## config.mk

```make
export PLATFORM = sky130hd
export DESIGN_NAME = mem_stage_access_unit_flat
export DESIGN_NICKNAME = d
export VERILOG_FILES = /design/src/rtl/mem_stage_access_unit_if.sv /design/src/rtl/mem_stage_access_unit.sv /design/src/flat_wrapper.sv
export SDC_FILE = /design/constraint.sdc
export NUM_CORES = 1
export LEC_CHECK = 0
export CORE_MARGIN = 2
export CORE_UTILIZATION = 30
export DETAILED_ROUTE_END_ITERATION = 12
export PLACE_DENSITY = 0.71
export SYNTH_ARGS = -nofsm -noshare
export SYNTH_HDL_FRONTEND = slang
export SYNTH_SLANG_ARGS = --single-unit
```

## constraint.sdc

```tcl
create_clock -name clk -period 2.4 [get_ports clk]
set_input_delay 0.48 -clock clk [delete_from_list [all_inputs] [get_ports clk]]
set_output_delay 0.48 -clock clk [all_outputs]
set_load 0.1 [all_outputs]
```

## src/rtl/mem_stage_access_unit_if.sv

```systemverilog
// MEM-stage access bundle: EX/MEM request side, byte-wide data RAM side, MEM/WB result side.
// Purely signal grouping with no logic; the access unit uses the slave view.
// RAM read data is expected one cycle after the read strobe.
interface mem_stage_access_unit_if #(
  parameter int ADDR_W = 8
);
  // EX/MEM request
  logic              mem_read_enable_in;
  logic              mem_write_enable_in;
  logic              reg_write_enable_in;
  logic              size_byte_in;
  logic [31:0]       addr_in;
  logic [31:0]       store_data_in;
  logic [3:0]        rd_in;
  // Byte-wide data RAM port
  logic [ADDR_W-1:0] bmem_addr;
  logic [7:0]        bmem_wdata;
  logic              bmem_we;
  logic              bmem_re;
  logic [7:0]        bmem_rdata;
  // Pipeline control and MEM/WB result
  logic              stall;
  logic [31:0]       load_data_out;
  logic              load_valid;
  logic              reg_write_enable_out;
  logic [3:0]        rd_out;

  // Access unit view
  modport slave (
    input  mem_read_enable_in, mem_write_enable_in, reg_write_enable_in, size_byte_in,
    input  addr_in, store_data_in, rd_in, bmem_rdata,
    output bmem_addr, bmem_wdata, bmem_we, bmem_re,
    output stall, load_data_out, load_valid, reg_write_enable_out, rd_out
  );

  // Pipeline/RAM environment view
  modport master (
    output mem_read_enable_in, mem_write_enable_in, reg_write_enable_in, size_byte_in,
    output addr_in, store_data_in, rd_in, bmem_rdata,
    input  bmem_addr, bmem_wdata, bmem_we, bmem_re,
    input  stall, load_data_out, load_valid, reg_write_enable_out, rd_out
  );
endinterface

```

## src/rtl/mem_stage_access_unit.sv

```systemverilog
// MEM-stage access unit: serialises byte/word loads and stores onto a byte-wide RAM port.
// Latency: STRB 2, STR 5, LDRB 3, LDR 6 cycles from request to DONE (stall held until DONE).
// Backpressure: stall is combinational (req & not DONE); upstream holds inputs while stalled.
module mem_stage_access_unit #(
  parameter int ADDR_W = 8
) (
  input  logic                  clk,
  input  logic                  reset,
  mem_stage_access_unit_if.slave bus
);

  typedef enum logic [2:0] {
    IDLE    = 3'd0,
    WR      = 3'd1,
    RD      = 3'd2,
    RD_LAST = 3'd3,
    DONE    = 3'd4
  } state_t;

  state_t            state_q;
  logic [1:0]        beat_q;
  logic              we_q;
  logic              re_q;
  logic [ADDR_W-1:0] addr_q;
  logic [7:0]        wdata_q;
  logic [31:0]       load_data_q;
  logic              load_valid_q;

  logic              req;
  logic              last_beat;
  logic [1:0]        beat_sel_d;
  logic [ADDR_W-1:0] beat_addr_d;
  logic [7:0]        beat_wdata_d;

  assign req       = bus.mem_read_enable_in | bus.mem_write_enable_in;
  assign last_beat = bus.size_byte_in ? (beat_q == 2'd0) : (beat_q == 2'd3);

  // Address bits above the RAM width are intentionally ignored.
  if (ADDR_W < 32) begin : g_addr_hi
    logic unused_addr_hi;
    assign unused_addr_hi = ^bus.addr_in[31:ADDR_W];
  end

  // Address and write byte for the beat about to be issued (beat 0 from IDLE, else next beat).
  always_comb begin
    beat_sel_d = (state_q == IDLE) ? 2'd0 : beat_q + 2'd1;
    if (bus.size_byte_in) begin
      beat_addr_d  = bus.addr_in[ADDR_W-1:0];
      beat_wdata_d = bus.store_data_in[7:0];
    end else begin
      // Word accesses are forced to the aligned word; misalignment is not a fault.
      beat_addr_d  = {bus.addr_in[ADDR_W-1:2], beat_sel_d};
      beat_wdata_d = bus.store_data_in[{beat_sel_d, 3'b000} +: 8];
    end
  end

  // Access sequencer: strobes, address and write data are registered alongside the state.
  always_ff @(posedge clk) begin
    if (reset) begin
      state_q      <= IDLE;
      beat_q       <= 2'd0;
      we_q         <= 1'b0;
      re_q         <= 1'b0;
      addr_q       <= '0;
      wdata_q      <= 8'h00;
      load_data_q  <= 32'h0;
      load_valid_q <= 1'b0;
    end else begin
      we_q         <= 1'b0;
      re_q         <= 1'b0;
      load_valid_q <= 1'b0;
      case (state_q)
        IDLE: begin
          if (req) begin
            beat_q <= 2'd0;
            addr_q <= beat_addr_d;
            if (bus.mem_write_enable_in) begin
              // Write wins when both enables are set.
              state_q <= WR;
              we_q    <= 1'b1;
              wdata_q <= beat_wdata_d;
            end else begin
              // Clearing here gives byte loads their zero extension.
              state_q     <= RD;
              re_q        <= 1'b1;
              load_data_q <= 32'h0;
            end
          end
        end
        WR: begin
          if (last_beat) begin
            state_q <= DONE;
          end else begin
            beat_q  <= beat_sel_d;
            we_q    <= 1'b1;
            addr_q  <= beat_addr_d;
            wdata_q <= beat_wdata_d;
          end
        end
        RD: begin
          // Read data for the previous beat arrives this cycle.
          if (beat_q != 2'd0) begin
            load_data_q[{beat_q - 2'd1, 3'b000} +: 8] <= bus.bmem_rdata;
          end
          if (last_beat) begin
            state_q <= RD_LAST;
          end else begin
            beat_q <= beat_sel_d;
            re_q   <= 1'b1;
            addr_q <= beat_addr_d;
          end
        end
        RD_LAST: begin
          load_data_q[{beat_q, 3'b000} +: 8] <= bus.bmem_rdata;
          load_valid_q <= 1'b1;
          state_q      <= DONE;
        end
        DONE: begin
          state_q <= IDLE;
        end
        default: begin
          state_q <= IDLE;
        end
      endcase
    end
  end

  assign bus.bmem_addr            = addr_q;
  assign bus.bmem_wdata           = wdata_q;
  assign bus.bmem_we              = we_q;
  assign bus.bmem_re              = re_q;
  assign bus.stall                = req & (state_q != DONE);
  assign bus.load_data_out        = load_data_q;
  assign bus.load_valid           = load_valid_q;
  assign bus.reg_write_enable_out = bus.reg_write_enable_in & ~bus.stall;
  assign bus.rd_out               = bus.rd_in;

endmodule

```

## src/flat_wrapper.sv

```systemverilog
// flat-port wrapper written by rule: the top's interface ports become plain ports
module mem_stage_access_unit_flat 
#(
  parameter int ADDR_W = 8
)
  (clk, reset, bus_mem_read_enable_in, bus_mem_write_enable_in, bus_reg_write_enable_in, bus_size_byte_in, bus_addr_in, bus_store_data_in, bus_rd_in, bus_bmem_rdata, bus_bmem_addr, bus_bmem_wdata, bus_bmem_we, bus_bmem_re, bus_stall, bus_load_data_out, bus_load_valid, bus_reg_write_enable_out, bus_rd_out);
  mem_stage_access_unit_if #(.ADDR_W(ADDR_W)) bus_i ();
  input  logic clk;
  input  logic reset;
  input wire logic [$bits(bus_i.mem_read_enable_in)-1:0] bus_mem_read_enable_in;
  input wire logic [$bits(bus_i.mem_write_enable_in)-1:0] bus_mem_write_enable_in;
  input wire logic [$bits(bus_i.reg_write_enable_in)-1:0] bus_reg_write_enable_in;
  input wire logic [$bits(bus_i.size_byte_in)-1:0] bus_size_byte_in;
  input wire logic [$bits(bus_i.addr_in)-1:0] bus_addr_in;
  input wire logic [$bits(bus_i.store_data_in)-1:0] bus_store_data_in;
  input wire logic [$bits(bus_i.rd_in)-1:0] bus_rd_in;
  input wire logic [$bits(bus_i.bmem_rdata)-1:0] bus_bmem_rdata;
  output wire logic [$bits(bus_i.bmem_addr)-1:0] bus_bmem_addr;
  output wire logic [$bits(bus_i.bmem_wdata)-1:0] bus_bmem_wdata;
  output wire logic [$bits(bus_i.bmem_we)-1:0] bus_bmem_we;
  output wire logic [$bits(bus_i.bmem_re)-1:0] bus_bmem_re;
  output wire logic [$bits(bus_i.stall)-1:0] bus_stall;
  output wire logic [$bits(bus_i.load_data_out)-1:0] bus_load_data_out;
  output wire logic [$bits(bus_i.load_valid)-1:0] bus_load_valid;
  output wire logic [$bits(bus_i.reg_write_enable_out)-1:0] bus_reg_write_enable_out;
  output wire logic [$bits(bus_i.rd_out)-1:0] bus_rd_out;
  assign bus_i.mem_read_enable_in = bus_mem_read_enable_in;
  assign bus_i.mem_write_enable_in = bus_mem_write_enable_in;
  assign bus_i.reg_write_enable_in = bus_reg_write_enable_in;
  assign bus_i.size_byte_in = bus_size_byte_in;
  assign bus_i.addr_in = bus_addr_in;
  assign bus_i.store_data_in = bus_store_data_in;
  assign bus_i.rd_in = bus_rd_in;
  assign bus_i.bmem_rdata = bus_bmem_rdata;
  assign bus_bmem_addr = bus_i.bmem_addr;
  assign bus_bmem_wdata = bus_i.bmem_wdata;
  assign bus_bmem_we = bus_i.bmem_we;
  assign bus_bmem_re = bus_i.bmem_re;
  assign bus_stall = bus_i.stall;
  assign bus_load_data_out = bus_i.load_data_out;
  assign bus_load_valid = bus_i.load_valid;
  assign bus_reg_write_enable_out = bus_i.reg_write_enable_out;
  assign bus_rd_out = bus_i.rd_out;
  mem_stage_access_unit #(.ADDR_W(ADDR_W)) u_core (.clk(clk), .reset(reset), .bus(bus_i));
endmodule
```

==> flow_summary.toml <==
[sta]
worst_slew_pin_slew_ns = 0.643
setup_viol = 0
fmax_ghz = 0.442
grt_setup_unrepaired = "no"
timing.final.crit_share_pct = 94.2
slew_viol_final = 0
fin_skew_ns = 0.00391
period_needed_ns = 2.26
max_slew_margin_pct = 57.2
finalSetupTns_ns = 0
finalHoldViolations = 0

[setup_path]
cp_slowest_cell = "a2111oi_4"
critPathMaxStageDelay_ns = 0.67
worstRegToRegCells = 6
worstPathArrival_ns = 2.50
r2r_start = "u_core.beat_q[1]"
crit_path_end_kind = "register"
crit_required_ns = 2.64
r2r_slack_ns = 0.14
crit_path_cell_trace = "inv_1 -> ha_1 -> nor2b_1 -> nand4b_1 -> a2111oi_4 -> a22o_1"
r2r_end = "u_core.bus.load_data_out[19]"
critPathMaxFanout = 7
crit_buf_inv = 1
crit_family = "compound AO/OA/AOI/OAI gates"
path_class = "register to register"
startpoint_type = "register"

[grt]
grt_max_degree = 36
gr-usage-all-layers_pct = 18.0
grt_remaining_overflow = 0
grt_pass1_wl_microns = 19000
antenna_found_initial = 0
grt_pass1_vias = 3866

[final_layout]
fin_nets = 629
nFillCells = 1196
syn_to_final_growth_pct = 36.8
drive_gt1_share_pct = 19.8
n_antenna_cell = 0
final_cells = 687
multi_input_area_sq_mm = 0.00222
seq_area_sq_mm = 0.00112

[logic_synthesis]
async_flop_share_pct = 0
synth_most_common_cell = "dfxtp_1"
synth_area_per_cell_sq_um = 8.17
synth_fp_nets = 535
ys_ff_latch = 56
synth_commonest_cells = "56 x dfxtp_1, 48 x a21oi_1, 35 x clkbuf_1"
synth_top_cell_area_share_pct = 30.8
synth_edf_count = 0
synth_area_leaders = "dfxtp_1 31%, a2bb2oi_1 7.9%, a21oi_1 6.6%, a211oi_1 5.2%, o22ai_1 3.8%"
syn_area_sq_mm = 0.00364
yosysWarningCount = 0
yosys.cell_types.count = 53
ys_seq_area_share_pct = 30.8
ys.flop_type = "dfxtp_1"
synth_top_cell_by_area = "dfxtp_1"
syn-instance-count = 446

[clock_network]
cts_tree = "done"
numCtsBuffers = 5
cts_root_buf = "clkbuf_16"
htree_levels = 2
clockBufferDepth = 2
postCtsHoldBufs = 0
path_clk_slew_ns = 0.07
cts_resized = 0
cts.sinks = 56
worstSkewPairLatency_ns = 0.29
cts_setup_buffers = 0

[routing]
drt_first_pass_iters = 5
drt-initial-drc-count = 251
route.antenna.remaining_nets = 0
avgRoutedWirePerCell_microns = 17.3
vias = 4020
drcViolationCount = 0
wirelength_microns = 11900
viasPerCell = 5.85

[status]
run_status = "finished, final reports clean"

[min_path]
hold_depth = 1
holdPathEnd = "u_core.bus.load_data_out[18]"
holdCritStartpoint = "u_core.bus.load_data_out[18]"
min_path_type = "register to register"

[floorplanning]
die_area_sq_mm = 0.0130
initial_core_util_pct = 30.6
core_sq_mm = 0.0119
num_io_pins = 139
die_w_microns = 114
rows = 40
dieHeight_microns = 114

[pwr]
peakVddDrop_uv = 393
power_density_mw_per_mm2 = 776
leakagePower_uw = 0.00183

[place]
portBuffers = 106
gp_congestion = 0.930
place.detailed.hpwl_microns = 8520
dp_cells = 680

[run]
cap_violations = 0
metal layers:
metal / global-route usage [%] / routed length [microns] / vias to the layer above
met3: 2.91 / 780 / 28
met4: 5.12 / 252 / 0
li1: - / - / 1905
met2: 30.5 / 5650 / 191
met5: 0 / 0 / -
met1: 23.6 / 5190 / 1896
sequential cells by signal (all words and copies together) (netlist names):
register and cells:
u_core.state_q 3, u_core.bus.bmem_addr 8, u_core.bus.bmem_wdata 8, u_core.bus.load_valid 1, u_core.bus.bmem_we 1, u_core.bus.bmem_re 1
u_core.bus.load_data_out 32, u_core.beat_q 2
cell type report:
| class | instances | share of cell area [%] |
|---|---|---|
| clock buffers | 5 | 2.51 |
| well taps | 147 | 3.69 |
| flip-flops and latches | 56 | 22.5 |
| clock inverters | 2 | 1.20 |
| multi-input cells | 314 | 44.5 |
| inverters | 26 | 1.96 |
| repair buffers | 137 | 23.7 |
logic make-up after synthesis:
kind of cell,after synthesis,synth area share [%]
AOI/OAI and AO/OA,198,39.6
and+or+nand+nor,95,14.5
buffers and inverters,76,8.89
DFF,56,30.8
muxes,13,3.64
adders and majority gates,7,2.40
xor gates and xnor gates,1,0.240
metrics by stage:
stage                     instance area (sq um)  total power [uW]  worst slack [ns]  hold slack (ns)  util [%]
final                                      4990              3870             0.139            0.478      41.9
after global placement                     4800              2920             0.175            0.461      40.3
after global routing                       4990              4030            0.0203            0.499      41.9
after CTS                                  4990              3880             0.139            0.485      41.9
after floorplan                            3660              2510            0.0455            0.499         -
after detailed placement                   4800              2950             0.104            0.468      40.3
where the power goes:
part | internal, uW | switching (uW) | leakage, uW | total, uW
logic | 567 | 1270 | 0.00128 | 1830
registers | 1030 | 76.2 | 0.000459 | 1110
clock network | 593 | 338 | 0.0000899 | 930
cell usage in the layout (no fill, tap or decap), types with 6 or more instances in the layout:
cell type	n
a311oi_1	9
a22oi_1	8
a2bb2oi_1	33
mux2i_1	11
nand2_1	27
a31oi_1	6
a211oi_1	25
inv_1	24
nand4_1	6
clkdlybuf4s50_1	52
nor4_1	7
nor2b_1	12
nand3_1	6
o22ai_1	22
o21ai_0	8
o32ai_1	7
nor2_1	13
ha_1	7
buf_4	82
dfxtp_1	56
a22o_1	8
a21oi_1	47
worst max-delay path by stage:
stage	start	end	slack (ns)	depth (start not counted)
3_3_place_gp	bus_size_byte_in	u_core.bus.bmem_addr[1]	0.18	5
2_1_floorplan	u_core.beat_q[0]	u_core.bus.load_data_out[16]	0.05	8
6_report	u_core.beat_q[1]	u_core.bus.load_data_out[19]	0.14	6
4_1_cts	u_core.beat_q[1]	u_core.bus.load_data_out[19]	0.14	6
5_1_grt	u_core.beat_q[1]	u_core.bus.load_data_out[19]	0.02	6
3_5_place_dp	bus_size_byte_in	u_core.bus.bmem_addr[1]	0.10	5
(Power assumes the default switching activity.)
